$ cat src/rtl/dac_pkg.sv
// dac_pkg: shared widths, unity gain constant and ramp state type for the DAC soft-mute stage
package dac_pkg;
    localparam int SAMPLE_W   = 16;
    localparam int GAIN_W     = 12;
    localparam int GAIN_UNITY = 2048;
    typedef enum logic [1:0] {MUTED, RAMP_UP, UNMUTED, RAMP_DOWN} state_e;
endpackage

$ cat src/rtl/soft_mute_lane_mult.sv
// soft_mute_lane_mult: one lane's 2-stage sample x Q1.11 gain multiply with floor shift back to sample width
module soft_mute_lane_mult #(
    parameter int SAMPLE_W = 16,
    parameter int GAIN_W   = 12
) (
    input  logic                       clock,
    input  logic                       reset,
    input  logic signed [SAMPLE_W-1:0] sample_i,
    input  logic        [GAIN_W-1:0]   gain_i,
    output logic signed [SAMPLE_W-1:0] dout_o
);
    localparam int PW = SAMPLE_W + GAIN_W + 1;
    logic signed [PW-1:0] prod_q;
    // stage 1 holds the full-width product; stage 2 drops the Q1.11 fraction (gain <= unity so no overflow)
    always_ff @(posedge clock or posedge reset) begin
        if (reset) begin
            prod_q <= '0;
            dout_o <= '0;
        end else begin
            prod_q <= PW'(sample_i) * PW'($signed({1'b0, gain_i}));
            dout_o <= SAMPLE_W'(prod_q >>> (GAIN_W - 1));
        end
    end
endmodule

$ cat src/rtl/dac_soft_mute.sv
// dac_soft_mute: click-free mute/unmute gain ramp over a word of signed samples; DAC_SOFT_MUTE_PEAK_DETECT_EN adds peak_hold
module dac_soft_mute
    import dac_pkg::*;
#(
    parameter int LANES    = 8,
    parameter int SAMPLE_W = dac_pkg::SAMPLE_W,
    parameter int GAIN_W   = dac_pkg::GAIN_W
) (
    input  logic                      clock,
    input  logic                      reset,
    input  logic                      enable,
    input  logic [GAIN_W-1:0]         ramp_step,
    input  logic [LANES*SAMPLE_W-1:0] din,
    input  logic                      din_valid,
    output logic [LANES*SAMPLE_W-1:0] dout,
    output logic                      dout_valid,
    output logic                      muted,
    output logic                      ramp_busy
`ifdef DAC_SOFT_MUTE_PEAK_DETECT_EN
    ,
    output logic                      peak_hold
`endif
);
    localparam logic [GAIN_W:0] UNITY = (GAIN_W + 1)'(GAIN_UNITY);
    state_e            state_q, state_d;
    logic [GAIN_W-1:0] gain_q, gain_d;
    logic [GAIN_W:0]   step, up, dn;
    logic [1:0]        valid_q;
    // saturating up/down gain candidates; enable picks direction, so reversals continue from the current gain
    always_comb begin
        step    = (ramp_step == '0) ? {{GAIN_W{1'b0}}, 1'b1} : {1'b0, ramp_step};
        up      = ({1'b0, gain_q} + step >= UNITY) ? UNITY : {1'b0, gain_q} + step;
        dn      = ({1'b0, gain_q} <= step) ? '0 : {1'b0, gain_q} - step;
        gain_d  = gain_q;
        state_d = state_q;
        if (din_valid) begin
            gain_d  = enable ? GAIN_W'(up) : GAIN_W'(dn);
            state_d = enable ? ((up == UNITY) ? UNMUTED : RAMP_UP)
                             : ((dn == '0) ? MUTED : RAMP_DOWN);
        end
    end
    // ramp state, gain and valid delay line
    always_ff @(posedge clock or posedge reset) begin
        if (reset) begin
            state_q <= MUTED;
            gain_q  <= '0;
            valid_q <= '0;
        end else begin
            state_q <= state_d;
            gain_q  <= gain_d;
            valid_q <= {valid_q[0], din_valid};
        end
    end
    assign dout_valid = valid_q[1];
    assign muted      = (state_q == MUTED);
    assign ramp_busy  = (state_q == RAMP_UP) || (state_q == RAMP_DOWN);
    for (genvar k = 0; k < LANES; k++) begin : g_lane
        soft_mute_lane_mult #(.SAMPLE_W(SAMPLE_W), .GAIN_W(GAIN_W)) u_mult (
            .clock   (clock),
            .reset   (reset),
            .sample_i(din[k*SAMPLE_W +: SAMPLE_W]),
            .gain_i  (gain_q),
            .dout_o  (dout[k*SAMPLE_W +: SAMPLE_W])
        );
    end
`ifdef DAC_SOFT_MUTE_PEAK_DETECT_EN
    logic en_q, peak_hit;
    // any lane of the current output word sitting at full scale
    always_comb begin
        peak_hit = 1'b0;
        for (int k = 0; k < LANES; k++) begin
            peak_hit = peak_hit
                | (dout[k*SAMPLE_W +: SAMPLE_W] == {1'b0, {(SAMPLE_W-1){1'b1}}})
                | (dout[k*SAMPLE_W +: SAMPLE_W] == {1'b1, {(SAMPLE_W-1){1'b0}}});
        end
    end
    // sticky flag, re-armed by each unmute request
    always_ff @(posedge clock or posedge reset) begin
        if (reset) begin
            en_q      <= 1'b0;
            peak_hold <= 1'b0;
        end else begin
            en_q      <= enable;
            peak_hold <= (enable & ~en_q) ? 1'b0 : (peak_hold | (dout_valid & peak_hit));
        end
    end
`endif
endmodule
$ cat config.mk
export PLATFORM = sky130hd
export DESIGN_NAME = dac_soft_mute
export DESIGN_NICKNAME = d
export VERILOG_FILES = /design/src/rtl/dac_pkg.sv /design/src/rtl/soft_mute_lane_mult.sv /design/src/rtl/dac_soft_mute.sv
export SDC_FILE = /design/constraint.sdc
export NUM_CORES = 2
export LEC_CHECK = 0
export BUFFER_PORTS_ARGS = -buffer_cell sky130_fd_sc_hd__buf_2
export CORE_MARGIN = 1
export CORE_UTILIZATION = 27
export CTS_CLUSTER_DIAMETER = 80
export DETAILED_ROUTE_END_ITERATION = 6
export MAX_ROUTING_LAYER = met4
export SLEW_MARGIN = 15
export SYNTH_ARGS = -nofsm -noshare
export SYNTH_HDL_FRONTEND = slang
export SYNTH_HIERARCHICAL = 1
export SYNTH_SLANG_ARGS = --single-unit
$ cat constraint.sdc
create_clock -name clock -period 6.9 [get_ports clock]
set_clock_uncertainty 0.1 [all_clocks]
set_input_delay 0.345 -clock clock [delete_from_list [all_inputs] [get_ports clock]]
set_output_delay 0.345 -clock clock [all_outputs]
set_load 0.005 [all_outputs]
==> results by group <==
Yosys
  – Most frequent cell after synthesis: inv_1
  – Synth warn: 6
  – Post-synth net total: 8692
  – Yosys cell types: 99
  – Synth async-reset ratio: 1.00
  – Register area share after synthesis: 0.110
  – Syn avg cell area: 9.27 um^2
  – Synth top area cells: fa_1, inv_1, dfrtp_1, ha_1, and2_1
  – Top post-synthesis cells by count: inv_1, fa_1, nand2_1
  – Top FF cell, synth: dfrtp_1
  – Synth Instances: 6705
  – Synthesized flop and latch total: 272
  – Post-synthesis cell area: 62100 um^2
  – Synth area leader: fa_1
  – Post-synth EDFFs: 0
  – Post-synth top area share: 0.436

Clocking
  – Clock tree sinks: 272
  – Worst-Skew Late Latency: 0.63 ns
  – Max H-tree Level: 2
  – Clk root buf: clkbuf_16
  – Clock Path Buffers: 3
  – CTS tree: done
  – CTS Buf Count: 41
  – Reg clk slew, reported paths: 0.06 ns

Finish
  – Area delta synth->final: 10.5%
  – Fillers: 23756
  – Fin util: 0.301
  – Final cell count without fillers: 9925
  – Nets: 8836
  – Layout cells sized above 1: 0.0730

Global routing
  – Global-route wire length before repair: 261000 um
  – Grt ovf: 0
  – Largest net degree at the start of global routing: 75
  – Antenna violations before repair: 70
  – GR Util All Layers: 0.148
  – Vias in the first global route: 47474

Placed design
  – Hpwl dp: 132000 um
  – Placed cell count: 9809
  – Pre-CTS setup slack: 0.294 ns
  – GPL Wtd Cong: 0.861
  – Port Buffers: 274

Setup path
  – CP arrival: 6.83 ns
  – Type of element capturing the critical path: flip-flop
  – Crit Path Class: reg2reg
  – Crit start category: flip-flop
  – Crit Path Max Fanout: 46
  – Worst endpoint required time: 7.29 ns

STA
  – RSZ-0062 raised after global routing: false
  – Setup TNS: 0 ns
  – Final worst slack: 0.463 ns
  – Tmin final: 6.44 ns
  – Final hold violations: 0
  – Endpoints failing setup: 0
  – Final worst path period share: 0.933
  – Worst-margin pin slew: 1.17 ns
  – Fmax: 155 MHz
  – Slew margin rel.: 0.223
  – Final slew viol count: 0

Floorplan
  – # IOs: 275
  – Core Box Area: 228000 um^2
  – Die H: 482 um
  – Site Rows: 175
  – Die Wd: 482 um
  – Initial core utilization: 0.273
  – Die area: 232000 um^2

Routing
  – Vias per std cell: 4.38
  – Initial drt markers: 2121
  – Routed len/inst: 16.4 um
  – Vias: 43455
  – Final wirelength: 163000 um
  – Drt drc: 0
  – Drt pass-1 iters: 7
  – Routed Antenna Nets: 0

Worst hold path
  – HP Class: reg2reg

Flow run
  – Max-cap violations: 0

Status
  – Status: finished clean
==> cell families after synthesis <==
family,after synthesis,synth area share
DFF,272,0.110
xor gates and xnor gates,193,0.0272
muxes,6,0.000987
adders and majority gates,1843,0.535
buffers and inverters,2100,0.127
AOI/OAI and AO/OA,411,0.0475
and+or+nand+nor,1880,0.153
==> final cells by class <==
type / instances / area, um^2 / area share
multi-input combinational: 4333 / 47400 / 0.691
inverter: 1849 / 6940 / 0.101
sequential: 272 / 6850 / 0.0998
tap: 3009 / 3760 / 0.0548
timing repair buffer: 352 / 2120 / 0.0309
clock buffer: 48 / 1110 / 0.0162
clock inverter: 26 / 358 / 0.00521
antenna: 36 / 90.1 / 0.00131
==> per-layer routing <==
layer	share of wire	GRT usage	vias up
met2	0.50	0.250	978
met1	0.42	0.181	22498
met4	0.032	0.0461	0
met3	0.052	0.0218	211
met5	0	-	-
li1	-	-	19768
==> final timing paths <==
kind	startpoint	end	slack, ns	cells past startpoint
max	gain_q[4]	g_lane[1].u_mult/prod_q[21]	0.46	17
min	valid_q[0]	valid_q[1]	0.25	0
max reg2reg	gain_q[4]	g_lane[1].u_mult/prod_q[21]	0.46	17
min reg2reg	valid_q[0]	valid_q[1]	0.25	0
max in group asynchronous	reset	g_lane[3].u_mult/prod_q[25]	5.52	5
min in group asynchronous	reset	g_lane[3].u_mult/dout_o[6]	0.51	4
==> cell usage in the layout (no fill, tap or decap), types with 33 or more instances in the layout <==
cell type  instances
diode_2           36
xor2_1            58
ha_1             489
nor2_1            90
a21o_1            33
clkbuf_16         42
o21ai_0           78
fa_1            1354
and2_1           763
dfrtp_1          260
xnor2_1          135
buf_2            274
nor3_1            48
buf_4             64
inv_1           1844
nand2_1          822
a21oi_1           91
==> critical path: stages, from the launching register on <==
cell and delay (ns):
dfrtp_4 0.91, buf_12 0.28, nand2_1 0.10, fa_1 0.50
fa_1 0.53, inv_1 0.05, fa_1 0.47, fa_1 0.55
inv_1 0.06, fa_1 0.53, inv_1 0.04, ha_1 0.36
a2111oi_0 0.64, o211ai_1 0.20, a21oi_2 0.26, nor3_1 0.08
a2111oi_0 0.48, a21oi_1 0.09
==> state kept, by name, summed over array words and instances, names as in the netlist <==
| register | cells |
|---|---|
| valid_q | 2 |
| g_lane.u_mult/prod_q | 128 |
| g_lane.u_mult/dout_o | 128 |
| state_q | 2 |
| gain_q | 12 |
==> stage by stage <==
step	cell area, um^2	hold WS, ns
2_1_floorplan	62100	0.159
3_3_place_gp	67000	0.231
3_5_place_dp	67000	0.235
4_1_cts	68500	0.211
5_1_grt	68700	0.251
6_report	68700	0.245
==> what timing repair did <==
| item | CTS | global route |
|---|---|---|
| endpoints found under the setup margin | 0 | 2 |
| gates resized for setup | 0 | 0 |
| buffers inserted | 0 | 3 |
| hold buffers | 3 | 0 |
| endpoints found under the hold margin | 18 | 0 |
Power is not shown: default switching activity piles up to over one toggle a cycle in this logic, so the estimate is an artifact.
